[src/rtl/sm_arb_pkg.sv]
// Shared types and constants for the sign-magnitude adder arbiter.
//   state_e : controller FSM states (idle / operands latched / result held)
//   IdW     : width of the requester id carried with each result
package sm_arb_pkg;

    localparam int unsigned IdW = 1;

    typedef enum logic [1:0] {
        StIdle = 2'd0,
        StCalc = 2'd1,
        StHold = 2'd2
    } state_e;

endpackage

[src/rtl/sm_add_arbiter_if.sv]
// Handshake bundle for sm_add_arbiter: two operand request channels and one result channel.
//   req0_* / req1_* : valid, operands a/b (sign-magnitude, N bits), ready
//   res_*           : valid, sum, id, ready, and res_ovf when SM_ARB_OVF_EN is defined
//   modport slave   : arbiter side;  modport master : requester/consumer side
interface sm_add_arbiter_if
    import sm_arb_pkg::*;
#(
    parameter int unsigned N = 4
);
    logic           req0_valid;
    logic [N-1:0]   req0_a;
    logic [N-1:0]   req0_b;
    logic           req0_ready;
    logic           req1_valid;
    logic [N-1:0]   req1_a;
    logic [N-1:0]   req1_b;
    logic           req1_ready;
    logic           res_valid;
    logic [N-1:0]   res_sum;
    logic [IdW-1:0] res_id;
    logic           res_ready;
`ifdef SM_ARB_OVF_EN
    logic           res_ovf;

    modport slave (
        input  req0_valid, req0_a, req0_b, req1_valid, req1_a, req1_b, res_ready,
        output req0_ready, req1_ready, res_valid, res_sum, res_id, res_ovf
    );
    modport master (
        output req0_valid, req0_a, req0_b, req1_valid, req1_a, req1_b, res_ready,
        input  req0_ready, req1_ready, res_valid, res_sum, res_id, res_ovf
    );
`else
    modport slave (
        input  req0_valid, req0_a, req0_b, req1_valid, req1_a, req1_b, res_ready,
        output req0_ready, req1_ready, res_valid, res_sum, res_id
    );
    modport master (
        output req0_valid, req0_a, req0_b, req1_valid, req1_a, req1_b, res_ready,
        input  req0_ready, req1_ready, res_valid, res_sum, res_id
    );
`endif
endinterface

[src/rtl/sign_mag_add.sv]
// Combinational sign-magnitude adder, bit N-1 is the sign.
//   a_i, b_i : operands
//   sum_o    : sum; same signs add magnitudes (carry dropped), differing signs subtract
//              the smaller magnitude, sign follows a only when |a| > |b| (so -0 can appear)
module sign_mag_add #(
    parameter int unsigned N = 4
) (
    input  logic [N-1:0] a_i,
    input  logic [N-1:0] b_i,
    output logic [N-1:0] sum_o
);
    logic [N-2:0] mag_a, mag_b, mag;
    logic         sign;

    assign mag_a = a_i[N-2:0];
    assign mag_b = b_i[N-2:0];

    always_comb begin
        mag  = '0;
        sign = 1'b0;
        if (a_i[N-1] == b_i[N-1]) begin
            mag  = mag_a + mag_b;
            sign = a_i[N-1];
        end else if (mag_a > mag_b) begin
            mag  = mag_a - mag_b;
            sign = a_i[N-1];
        end else begin
            mag  = mag_b - mag_a;
            sign = b_i[N-1];
        end
    end

    assign sum_o = {sign, mag};
endmodule

[src/rtl/sm_rr_arbiter.sv]
// Two-input round-robin grant logic.
//   clk, reset         : clock, async active-high reset
//   valid0_i, valid1_i : request valids
//   en_i               : grants may be issued (controller idle)
//   accept_i           : a grant was taken this cycle; remember it as last_grant
//   grant_o            : id picked this cycle; gnt0_o / gnt1_o : qualified one-hot grants
module sm_rr_arbiter
    import sm_arb_pkg::*;
(
    input  logic           clk,
    input  logic           reset,
    input  logic           valid0_i,
    input  logic           valid1_i,
    input  logic           en_i,
    input  logic           accept_i,
    output logic [IdW-1:0] grant_o,
    output logic           gnt0_o,
    output logic           gnt1_o
);
    logic [IdW-1:0] last_q;

    always_comb begin
        grant_o = '0;
        if (valid0_i && valid1_i) begin
            grant_o = ~last_q;
        end else if (valid1_i) begin
            grant_o = IdW'(1);
        end
    end

    assign gnt0_o = en_i && valid0_i && (grant_o == IdW'(0));
    assign gnt1_o = en_i && valid1_i && (grant_o == IdW'(1));

    // last_grant starts at 1 so requester 0 wins the first tie
    always_ff @(posedge clk or posedge reset) begin
        if (reset) begin
            last_q <= IdW'(1);
        end else if (accept_i) begin
            last_q <= grant_o;
        end
    end
endmodule

[src/rtl/sm_add_arbiter.sv]
// Shares one sign-magnitude adder between two requesters (round robin).
//   clk, reset : clock, async active-high reset (aborts any in-flight operation)
//   bus        : sm_add_arbiter_if.slave - request channels 0/1 and the result channel
// Flow: IDLE accepts one pair, CALC registers the sum, HOLD presents it until res_ready.
// Optional: define SM_ARB_OVF_EN to add res_ovf (magnitude carry on same-sign add).
module sm_add_arbiter
    import sm_arb_pkg::*;
#(
    parameter int unsigned N = 4
) (
    input  logic            clk,
    input  logic            reset,
    sm_add_arbiter_if.slave bus
);
    state_e         state_q, state_d;
    logic [N-1:0]   a_q, b_q, sum_q, sum_w;
    logic [IdW-1:0] id_q, res_id_q, grant;
    logic           gnt0, gnt1, accept;

    sm_rr_arbiter u_rr (
        .clk      (clk),
        .reset    (reset),
        .valid0_i (bus.req0_valid),
        .valid1_i (bus.req1_valid),
        .en_i     (state_q == StIdle),
        .accept_i (accept),
        .grant_o  (grant),
        .gnt0_o   (gnt0),
        .gnt1_o   (gnt1)
    );

    // grants are already qualified by valid, so either one is an acceptance
    assign accept = gnt0 || gnt1;

    sign_mag_add #(.N(N)) u_add (
        .a_i   (a_q),
        .b_i   (b_q),
        .sum_o (sum_w)
    );

    always_comb begin
        state_d = state_q;
        unique case (state_q)
            StIdle:  if (accept) state_d = StCalc;
            StCalc:  state_d = StHold;
            StHold:  if (bus.res_ready) state_d = StIdle;
            default: state_d = StIdle;
        endcase
    end

    always_ff @(posedge clk or posedge reset) begin
        if (reset) begin
            state_q  <= StIdle;
            a_q      <= '0;
            b_q      <= '0;
            id_q     <= '0;
            sum_q    <= '0;
            res_id_q <= '0;
        end else begin
            state_q <= state_d;
            if (accept) begin
                a_q  <= (grant == IdW'(1)) ? bus.req1_a : bus.req0_a;
                b_q  <= (grant == IdW'(1)) ? bus.req1_b : bus.req0_b;
                id_q <= grant;
            end
            if (state_q == StCalc) begin
                sum_q    <= sum_w;
                res_id_q <= id_q;
            end
        end
    end

    assign bus.req0_ready = gnt0;
    assign bus.req1_ready = gnt1;
    assign bus.res_valid  = (state_q == StHold);
    assign bus.res_sum    = sum_q;
    assign bus.res_id     = res_id_q;

`ifdef SM_ARB_OVF_EN
    logic [N-1:0] mag_sum;
    logic         ovf_q;

    // carry out of the magnitude field, only meaningful when signs match
    assign mag_sum = {1'b0, a_q[N-2:0]} + {1'b0, b_q[N-2:0]};

    always_ff @(posedge clk or posedge reset) begin
        if (reset) begin
            ovf_q <= 1'b0;
        end else if (state_q == StCalc) begin
            ovf_q <= (a_q[N-1] == b_q[N-1]) && mag_sum[N-1];
        end
    end

    assign bus.res_ovf = ovf_q;
`endif
endmodule

[src/flat_wrapper.sv]
// flat-port wrapper written by rule: the top's interface ports become plain ports
module sm_add_arbiter_flat import sm_arb_pkg::*;
#(
    parameter int unsigned N = 4
)
  (clk, reset, bus_req0_valid, bus_req0_a, bus_req0_b, bus_req1_valid, bus_req1_a, bus_req1_b, bus_res_ready, bus_req0_ready, bus_req1_ready, bus_res_valid, bus_res_sum, bus_res_id);
  sm_add_arbiter_if #(.N(N)) bus_i ();
  input  logic clk;
  input  logic reset;
  input wire logic [$bits(bus_i.req0_valid)-1:0] bus_req0_valid;
  input wire logic [$bits(bus_i.req0_a)-1:0] bus_req0_a;
  input wire logic [$bits(bus_i.req0_b)-1:0] bus_req0_b;
  input wire logic [$bits(bus_i.req1_valid)-1:0] bus_req1_valid;
  input wire logic [$bits(bus_i.req1_a)-1:0] bus_req1_a;
  input wire logic [$bits(bus_i.req1_b)-1:0] bus_req1_b;
  input wire logic [$bits(bus_i.res_ready)-1:0] bus_res_ready;
  output wire logic [$bits(bus_i.req0_ready)-1:0] bus_req0_ready;
  output wire logic [$bits(bus_i.req1_ready)-1:0] bus_req1_ready;
  output wire logic [$bits(bus_i.res_valid)-1:0] bus_res_valid;
  output wire logic [$bits(bus_i.res_sum)-1:0] bus_res_sum;
  output wire logic [$bits(bus_i.res_id)-1:0] bus_res_id;
  assign bus_i.req0_valid = bus_req0_valid;
  assign bus_i.req0_a = bus_req0_a;
  assign bus_i.req0_b = bus_req0_b;
  assign bus_i.req1_valid = bus_req1_valid;
  assign bus_i.req1_a = bus_req1_a;
  assign bus_i.req1_b = bus_req1_b;
  assign bus_i.res_ready = bus_res_ready;
  assign bus_req0_ready = bus_i.req0_ready;
  assign bus_req1_ready = bus_i.req1_ready;
  assign bus_res_valid = bus_i.res_valid;
  assign bus_res_sum = bus_i.res_sum;
  assign bus_res_id = bus_i.res_id;
  sm_add_arbiter #(.N(N)) u_core (.clk(clk), .reset(reset), .bus(bus_i));
endmodule
[config.mk]
export PLATFORM = sky130hd
export DESIGN_NAME = sm_add_arbiter_flat
export DESIGN_NICKNAME = d
export VERILOG_FILES = /design/src/rtl/sm_arb_pkg.sv /design/src/rtl/sm_add_arbiter_if.sv /design/src/rtl/sign_mag_add.sv /design/src/rtl/sm_rr_arbiter.sv /design/src/rtl/sm_add_arbiter.sv /design/src/flat_wrapper.sv
export SDC_FILE = /design/constraint.sdc
export NUM_CORES = 1
export LEC_CHECK = 0
export ABC_AREA = 1
export ABC_CLOCK_PERIOD_IN_PS = 3700
export CAP_MARGIN = 20
export CORE_ASPECT_RATIO = 0.5
export CORE_UTILIZATION = 29
export DETAILED_ROUTE_END_ITERATION = 10
export MAX_ROUTING_LAYER = met4
export PLACE_DENSITY = 0.54
export SKIP_CTS_REPAIR_TIMING = 1
export SLEW_MARGIN = 20
export SYNTH_ARGS = -nofsm -noshare
export SYNTH_HDL_FRONTEND = slang
export SYNTH_SLANG_ARGS = --single-unit
[constraint.sdc]
create_clock -name clk -period 3.7 [get_ports clk]
set_clock_uncertainty 0.15 [all_clocks]
set_input_delay 0.74 -clock clk [delete_from_list [all_inputs] [get_ports clk]]
set_output_delay 0.74 -clock clk [all_outputs]
set_load 0.01 [all_outputs]
-- Word level (Yosys, flattened, before mapping)
Cells that the tools add are included.
- register bits after elaboration: 17
- latch bits: 0
- memory bits (writable): 0
- memory bits (read-only): 0
- input bits: 21
- output and inout bits: 8
- logic and storage cells: 37
- memories: 0
- add/subtract/negate cells: 3
- multipliers: 0
- div/mod/pow operators: 0
- order comparisons: 1
- equal/unequal tests: 5
- shift-type cells: 0
- muxes and demuxes: 11
- bitwise gates (word level): 2
- reduce and logical (&&, ||, !) cells: 8
- operator list (operator ; count):
    $mux 4 ; 2
    $mux 3 ; 2
    $pmux 2 s3 ; 1
    $sub 3x3->3 ; 2
    $logic_and 1x1->1 ; 5
    $mux 1 ; 4
    $mux 2 ; 2
    $add 3x3->3 ; 1
    $gt 3x3->1 ; 1
    $eq 2x1->1 const B ; 1
    $eq 2x2->1 const B ; 1
    $logic_not 2->1 ; 1
    $ne 2x1->1 const B ; 1
    $ne 2x2->1 const B ; 1
    $not 1->1 ; 2
    $reduce_and 2->1 ; 1
    $eq 1x1->1 ; 1
    $logic_or 1x1->1 ; 1

-- Depth between registers and ports, before layout
Gate-level depths: netlist (run 1).
- word-level depth: 7
- depth in mapped cells: 9
- gate-level depth less buffers: 9

-- Hierarchy
A second synthesis (run 1) with hierarchy kept.
- cells, all modules: 150
- area total of the unflattened synthesis: 1176.1 µm²
- modules (own cells, without submodules) (module ; instances ; cells an instance ; area an instance (µm²) ; seq. area each (µm²)):
    sm_add_arbiter ; 1 ; 96 ; 760.7 ; 400.4
    sign_mag_add ; 1 ; 41 ; 330.3 ; 0.0
    sm_rr_arbiter ; 1 ; 13 ; 85.1 ; 26.3

-- Worst setup path before layout (run 1)
Ideal clock, no wire load.
- path type: input -> output
- start point: input port bus_req0_valid
- end point: output port bus_req0_ready
- data arrival time: 1152 ps
- data required time: 2810 ps
- setup slack: 1658 ps
- stages: 4
- path buffers: 0
- path through: nand2_2 nand2_4 inv_8 nor2_1
- word-level cells in the longest chain between the ends: 4
- elaborated cells on any way between the ends: 5
- those cells by class: 1 x mux; 1 x bitwise; 3 x reduce/logical
- ends and longest elaborated chain (element ; RTL line ; source):
    from (decl) ; flat_wrapper.sv:10 ; input wire logic [$bits(bus_i.req0_valid)-1:0] bus_req0_valid;
    $logic_and 1x1->1 ; sm_rr_arbiter.sv:24 ; if (valid0_i && valid1_i) begin
    $mux 1 ; sm_rr_arbiter.sv:24 ;
    $not 1->1 ; sm_rr_arbiter.sv:31 ; assign gnt0_o = en_i && valid0_i && (grant_o == IdW'(0));
    $logic_and 1x1->1 * ; sm_rr_arbiter.sv:31 ;
    to (decl) ; flat_wrapper.sv:17 ; output wire logic [$bits(bus_i.req0_ready)-1:0] bus_req0_ready;
Mark *: on every way between the ends. The rest lies on a longest branch, timed or not.

-- Worst setup path in the final report (run 1)
Ends and elaborated chain as after synthesis.

==> results summary, run 1 <==
The kind of cell with the highest combined delay along the critical path is buffers and inverters. The worst setup path is launched from an input port. 0 antenna diodes ended up in the layout. The detailed-route vias per instance is 4.19. The proportion of power drawn by the clock network came out at about 12%. The first global-routing pass estimated approximately 3500 µm of wire. The number of placed instances, taps included is roughly 190. During I/O placement, the number of pins put on the boundary was 29.

The number of library cell types mapped by synthesis came out at 22. In this run the standard cell core region covers 3190 µm². The initial standard-cell utilization of the core came out at around a third. The count of nets left with antenna violations once routing finished came out at 0. The met1 capacity usage during global routing came out at 16.5%. The floorplan step set the die height to around 44 µm.

The type of the worst setup path is input port to output port. In this run the critical register-to-register path is captured at u_core.bus.res_sum[2]. The average instance in the mapped netlist occupies 8.59 µm². Global routing used between 10% and 20% of the available tracks. The die area came out at approximately 3800 µm². Clock tree synthesis inserted a total of 3 buffers. The slowest stage of the critical path belongs to the cell sky130_fd_sc_hd__clkdlybuf4s50_1. The worst vdd rail ir drop is approximately 0.00031 V. The upper clock frequency limit came out at around 330 MHz. The flip-flop and latch count after synthesis is 17.

The final standard cell count with taps included and fillers excluded came out at around 200. The clock net sink count came out at 17. Counting stages on the worst path, the most repeated cell is sky130_fd_sc_hd__clkdlybuf4s50_1. The worst hold path belongs to the class register to register. Relative to the synthesized area, the layout overhead comes to 35.0%.

Counting along the longest clock path gives a buffer depth of 2. At the later pin of the worst-skew pair, clock insertion delay measures between 0.2 and 0.3 ns. The switching power as a share of total power came out at 43.4%. The width of the chip came out at approximately 86 µm.

The largest single stage delay on the critical path is approximately 0.55 ns. The area of all placed cells without fillers is approximately 1400 µm². After detailed routing, the average wire length per cell comes to about 10 µm. The total wire length after detailed routing is slightly above 2000 µm.

The required time reported for the critical path endpoint is between 2 and 3 ns. The number of hold violations in the final report came out at 0. Synthesis produced a netlist with a net count of approximately 150.

The count of buffers inserted at the top-level ports came out at 28. The length of the first detailed-routing pass in iterations came out at 4. The internal portion of the total power is 673 µW. The portion of total power attributed to sequential cells came out at roughly 31%. The residual DRC count came out at 0.

The area share of the largest cell type after synthesis is between 30% and 40%. For this run, the register share of the synthesized area comes to around 41%. Combinational cells account for between 50% and 60% of the total power.

The estimated wirelength of the detail-placed design is 1670 µm. The count of maximum capacitance violations is 0. The tightest slew margin relative to the limit is between 50 and 60%. In the final layout, the share of cells above drive strength 1 is 8.67%. For this run the aggregate overflow at the end of global routing stands at 0.

The placement row count came out at 14. The most critical setup path has its endpoint at bus_req0_ready. The worst setup path is captured at an output port. The flow ran to the end, and the final reports show no timing, DRC or antenna violations.

The arrival time of data at the critical path endpoint is 2.18 ns. The post-synthesis cell count came out at 120. The count of filler cells inserted in the layout came out at roughly 330. The critical path crosses 6 cells after its start point.

The final critical path takes up around 83% of the cycle. The cell area after placement came out at roughly 1300 µm². The congestion estimate from routability-driven global placement came to 0.762.

The worst register-to-register path begins at u_core.b_q[0]. The fraction of met2 tracks used by global routing came out at 19.4%. The layer flagged by global routing as most heavily used is met2. After synthesis the cells add up to just over 1000 µm². The number of cells on the worst reg-to-reg path is 5. Clock-pin slew was measured on the worst setup and hold paths at ~0.060 ns. The number of global-route vias before repair came out at around 800.

The top fanout value on the critical path is 10. The worst path in the final design needs a cycle of approximately 3.1 ns, including I/O delays and setup. The pin slew with the least headroom to its limit is 0.662 ns. The final layout net count came out at 180.

The initial antenna violation count is 0. The CTS tree is yes. sky130_fd_sc_hd__dfrtp_1 takes more of the synthesized area than any other cell. In the post-synthesis netlist, the biggest area contributors are sky130_fd_sc_hd__dfrtp_1 (39%), sky130_fd_sc_hd__nand2_1 (11%), sky130_fd_sc_hd__ha_1 (6.1%).

The maximum level of the CTS H-tree is 1. The total power divided by cell area is between 800 and 900 nW/µm². Tracing the worst setup path back leads to its startpoint at bus_req0_valid. Setup repair after global routing left no endpoint under its margin.

The final count of pins violating max slew came out at 0. The critical path contains buffers and inverters numbering 3 combined. The leakage power of the design came out at roughly 0.00066 µW.

The global routing met3 resource utilization came out at 3.92%. The via count came out at between 800 and 900. The switching power summed over all nets is slightly above 500 µW. The count of yosys warnings during synthesis is 0. The reg-to-reg setup timing slack is roughly 1.9 ns. The final-report setup violation count is 0. The maximum number of pins on one net before global-route repair is 18. Walking the worst path, the cells encountered are clkdlybuf4s50_1 -> nand2_2 -> nand2_4 -> inv_8 -> nor2_1 -> clkdlybuf4s50_1. The starting DRC count in detailed routing came out at 31.

The root buffer cell is sky130_fd_sc_hd__clkbuf_8. The final setup TNS came out at 0 ns.
metrics by stage:
step / power (µW) / utilization [%] / hold WS [ns] / worst slack [ns]
floorplan: 883 / - / 0.305 / 1.66
global placement: 1070 / 42.2 / 0.321 / 0.624
detailed placement: 1070 / 42.2 / 0.319 / 0.614
CTS: 1210 / 43.6 / 0.334 / 0.613
global route: 1330 / 43.6 / 0.371 / 0.573
finish: 1190 / 43.6 / 0.329 / 0.633
per-layer routing:
layer	vias up	wire, µm
li1	444	-
met4	0	19
met1	371	1070
met5	-	0
met3	2	62
met2	12	869
state kept, by name (all words and copies together) (netlist names):
signal and flops:
u_core.bus.res_id 1, u_core.u_rr.last_q 1, u_core.b_q 4, u_core.a_q 4, u_core.bus.res_sum 4, u_core.id_q 1, u_core.state_q 2
synthesized netlist by cell type:
cell type	count
sky130_fd_sc_hd__a21oi_1	6
sky130_fd_sc_hd__inv_1	15
sky130_fd_sc_hd__nor2_4	1
sky130_fd_sc_hd__buf_12	1
sky130_fd_sc_hd__nor2_1	12
sky130_fd_sc_hd__o21ai_0	2
sky130_fd_sc_hd__inv_8	1
sky130_fd_sc_hd__fa_1	3
sky130_fd_sc_hd__a31oi_2	1
sky130_fd_sc_hd__nand2_1	31
sky130_fd_sc_hd__a31oi_1	8
sky130_fd_sc_hd__nand2_2	1
sky130_fd_sc_hd__clkbuf_2	1
sky130_fd_sc_hd__dfstp_2	1
sky130_fd_sc_hd__ha_1	5
sky130_fd_sc_hd__dfrtp_1	16
sky130_fd_sc_hd__xnor2_1	1
sky130_fd_sc_hd__nand3_1	7
sky130_fd_sc_hd__or2_2	1
sky130_fd_sc_hd__nand2_4	3
sky130_fd_sc_hd__nor2_2	1
sky130_fd_sc_hd__xor2_1	2
worst min path at each step:
stage	startpoint	to	slack [ns]	cells after the start
floorplan	u_core.u_rr.last_q	u_core.u_rr.last_q	0.30	2
global placement	u_core.bus.res_sum[0]	u_core.bus.res_sum[0]	0.32	2
detailed placement	u_core.u_rr.last_q	u_core.u_rr.last_q	0.32	2
CTS	u_core.u_rr.last_q	u_core.u_rr.last_q	0.33	2
global route	u_core.bus.res_sum[0]	u_core.bus.res_sum[0]	0.37	2
finish	u_core.u_rr.last_q	u_core.u_rr.last_q	0.33	2
kinds of logic (layout without fill, tap and decap cells):
| kind of cell | after synthesis | in the layout | share of synthesized area [%] |
|---|---|---|---|
| adder cells (fa/ha/maj) | 8 | 8 | 11.9 |
| flip-flops | 17 | 17 | 41.4 |
| buffers and inverters | 18 | 48 | 8.98 |
| XOR/XNOR | 3 | 3 | 2.55 |
| AO/OA/AOI/OAI | 17 | 17 | 9.95 |
| AND/OR/NAND/NOR | 57 | 57 | 25.2 |
area by class of cell:
cell class / instances / area, µm² / share of cell area, %
clock buffers: 4 / 45.0 / 3.24
inverters: 16 / 67.6 / 4.86
multi-input cells: 85 / 512 / 36.8
flip-flops and latches: 17 / 427 / 30.7
well taps: 48 / 60.1 / 4.32
repair buffers: 28 / 280 / 20.1
power by group through the flow:
stage               combinational (µW)  clock (µW)  sequential [µW]
CTS                                698         143              372
finish                             683         137              370
global placement                   696           0              370
detailed placement                 694           0              376
floorplan                          514           0              369
global route                       787         152              387
cell usage in the layout, fill, tap and decap left out, drive strengths merged:
cell type       n
nand2          35
clkdlybuf4s50  28
dfrtp          16
inv            16
nor2           14
a31oi           9
nand3           7
a21oi           6
ha              5
clkbuf          4
fa              3
o21ai           2
xor2            2
xnor2           1
or2             1
dfstp           1
tightest hold or removal path: cells and delay by family, from the launching register on:
kind | cells | cell delay [ns]
DFF | 1 | 0.37
and+or+nand+nor | 2 | 0.10
(Power assumes the default switching activity.)
==> inputs of run 2 (changes only) <==
ABC_CLOCK_PERIOD_IN_PS = 3000   (was 3700)
clock period = 3 ns   (was 3.7 ns; I/O delays follow)
==> run 2 against run 1 <==
Die area is the same. Register-to-register slack lost 0.72 ns. Sequential power grew 24%. Routed wire length grew 0.89%. First-iteration DRC count shrank 68%. Combinational power grew 23%. Critical path depth is the same. Clock power grew 25%. Largest cell class unchanged. Highest routed layer unchanged.
==> results summary, run 2 (synthesis results as in run 1) <==
Detailed routing placed a total of around 900 µm of wire on met2. The residual DRC count came out at 0. The count of buffers inserted at the top-level ports is 28. The area of all placed cells without fillers came out at approximately 1400 µm². The initial standard-cell utilization of the core came out at between 30% and 40%. The worst setup path is launched from an input port.

The upper clock frequency limit came out at approximately 360 MHz. The floorplan step defined a core boundary enclosing between 3000 and 4000 µm². The final count of pins violating max slew came out at 0.

The post-placement worst setup slack is a little under 0.2 ns. The number of hold violations in the final report is 0. In this run the number of H-tree levels came out at 1.

The start point of the critical path is bus_req0_valid. The top fanout value on the critical path is 10. The final setup TNS came out at 0 ns. For this block, the initial DRC count from the detailed router was 10. Max-cap violations in this run came to 0.

The setup slack after layout is between 0.2 and 0.25 ns. Clock tree synthesis inserted a total of 3 buffers. The die height came out at about 44 µm. In this run the critical register-to-register path is launched from u_core.b_q[0]. Data arrives at the worst endpoint at just over 2 ns. The tightest slew margin relative to the limit is 56.1%. The total wire length after detailed routing came out at just over 2000 µm.

TritonCTS built the clock tree. The via count came out at 839. In this run the top signal layer used is met4.

The run finished with clean final reports. The overall routing resource usage is 13.1%. The type of the worst setup path is input port to output port. In this run the count of I/O pins placed on the die edge is 29. The library cell used most frequently in the layout, excluding fill and tap cells, is sky130_fd_sc_hd__nand2_1. The width of the chip came out at around 86 µm. The leakage power of the design is 0.000660 µW. After detailed routing, the average wire length per cell comes to around 10 µm. Entering global routing, the biggest net connects 18 pins. The length of the first detailed-routing pass in iterations came out at 4. The placement row count came out at 14. The deepest clock path buffer count came out at 2. The routability-driven placement congestion ratio is approximately 0.76. For this run the aggregate overflow at the end of global routing stands at 0. In the layout the commonest cells are sky130_fd_sc_hd__nand2_1 (31), sky130_fd_sc_hd__clkdlybuf4s50_1 (28), sky130_fd_sc_hd__dfrtp_1 (16), sky130_fd_sc_hd__inv_1 (15), sky130_fd_sc_hd__nor2_1 (12). The cell area after placement came out at roughly 1300 µm². The number of nets with antenna violations after detailed routing is 0.

The total power divided by cell area is around 1100 nW/µm². The synthesis-to-finish area growth is 35.0%. Setup repair after global routing left no endpoint under its margin. The share of cells above drive strength 1 came out at between 8 and 9%.

The root buffer cell is sky130_fd_sc_hd__clkbuf_8. The final layout net count came out at 180. The min-delay analysis places its worst path in the category register to register. The number of global-route vias before repair is 787. The post-layout minimum cycle time is around 2.8 ns.

The initial antenna violation count came to 0. Counting every sink on the clock net gives 17. The repair_antennas step left the layout with diodes totalling 0.

In the routed layout, each cell is associated on average with a via count of 4.24. The worst min-delay path startpoint is u_core.u_rr.last_q. After detailed routing, the wire length on met1 is between 1000 and 1500 µm.

The estimated wirelength of the detail-placed design is around 1700 µm. At the pin with the least slew margin, the transition time is between 0.6 and 0.7 ns. The final critical path takes up between 90 and 100% of the cycle. The die area came out at ~3800 µm². The required time reported for the critical path endpoint is approximately 2.3 ns. The worst vdd rail ir drop is between 0.0003 and 0.0004 V. The clock-pin slew of the registers on the worst-case setup and hold paths is around 0.070 ns.

STA classifies the critical path endpoint as an output port. The clock latency on the worst-skew pair came out at 0.25 ns. The first-pass GRT wire length is 3530 µm. Setup violations remaining at the end of the flow were counted as 0. The length of routed met3 wiring is about 70 µm.
[run 2: path summary, 6_finish.rpt]
path                                    endpoint  slack, ns  cells after the start
setup / recovery                  bus_req0_ready       0.21                      6
hold / removal                u_core.u_rr.last_q       0.33                      2
setup reg to reg           u_core.bus.res_sum[2]       1.14                      5
hold reg to reg               u_core.u_rr.last_q       0.33                      2
max in group asynchronous            u_core.id_q       1.69                      2
min in group asynchronous  u_core.bus.res_sum[3]       0.59                      2
[run 2: final cells by class]
type                    instances  area (µm²)
fillers                       334        1800
multi-input cells              85         512
flip-flops and latches         17         427
repair buffers                 28         280
inverters                      16        67.6
well taps                      48        60.1
clock buffers                   4        45.0
[run 2: power breakdown]
group / switching, µW / internal, µW / total, µW
logic: 458 / 384 / 843
registers: 105 / 353 / 457
clock network: 76.4 / 94.2 / 171
[run 2: worst max-delay path, cell delays in order]
cell,delay [ns]
sky130_fd_sc_hd__clkdlybuf4s50_1,0.49
sky130_fd_sc_hd__nand2_2,0.07
sky130_fd_sc_hd__nand2_4,0.13
sky130_fd_sc_hd__inv_8,0.07
sky130_fd_sc_hd__nor2_1,0.12
sky130_fd_sc_hd__clkdlybuf4s50_1,0.55
[run 2: routing by layer]
layer | vias up | track usage (%)
li1 | 443 | -
met1 | 380 | 16.8
met2 | 12 | 19.8
met3 | 4 | 3.92
met4 | 0 | 5.00
met5 | - | -
[run 2: metrics by stage]
stage          utilization, %  instances  hold WS, ns  power, µW
2_1_floorplan               -        120        0.305       1090
5_1_grt                  43.6        198        0.370       1640
6_report                 43.6        198        0.328       1470
3_5_place_dp             42.2        194        0.319       1320
4_1_cts                  43.6        198        0.334       1500
3_3_place_gp             42.2        194        0.321       1320
==> inputs of run 3 (changes only) <==
GPL_ROUTABILITY_DRIVEN = 0   (was unset)
==> results of run 3 <==
Same layout as run 2: the final DEF is identical, and so are final timing and power.
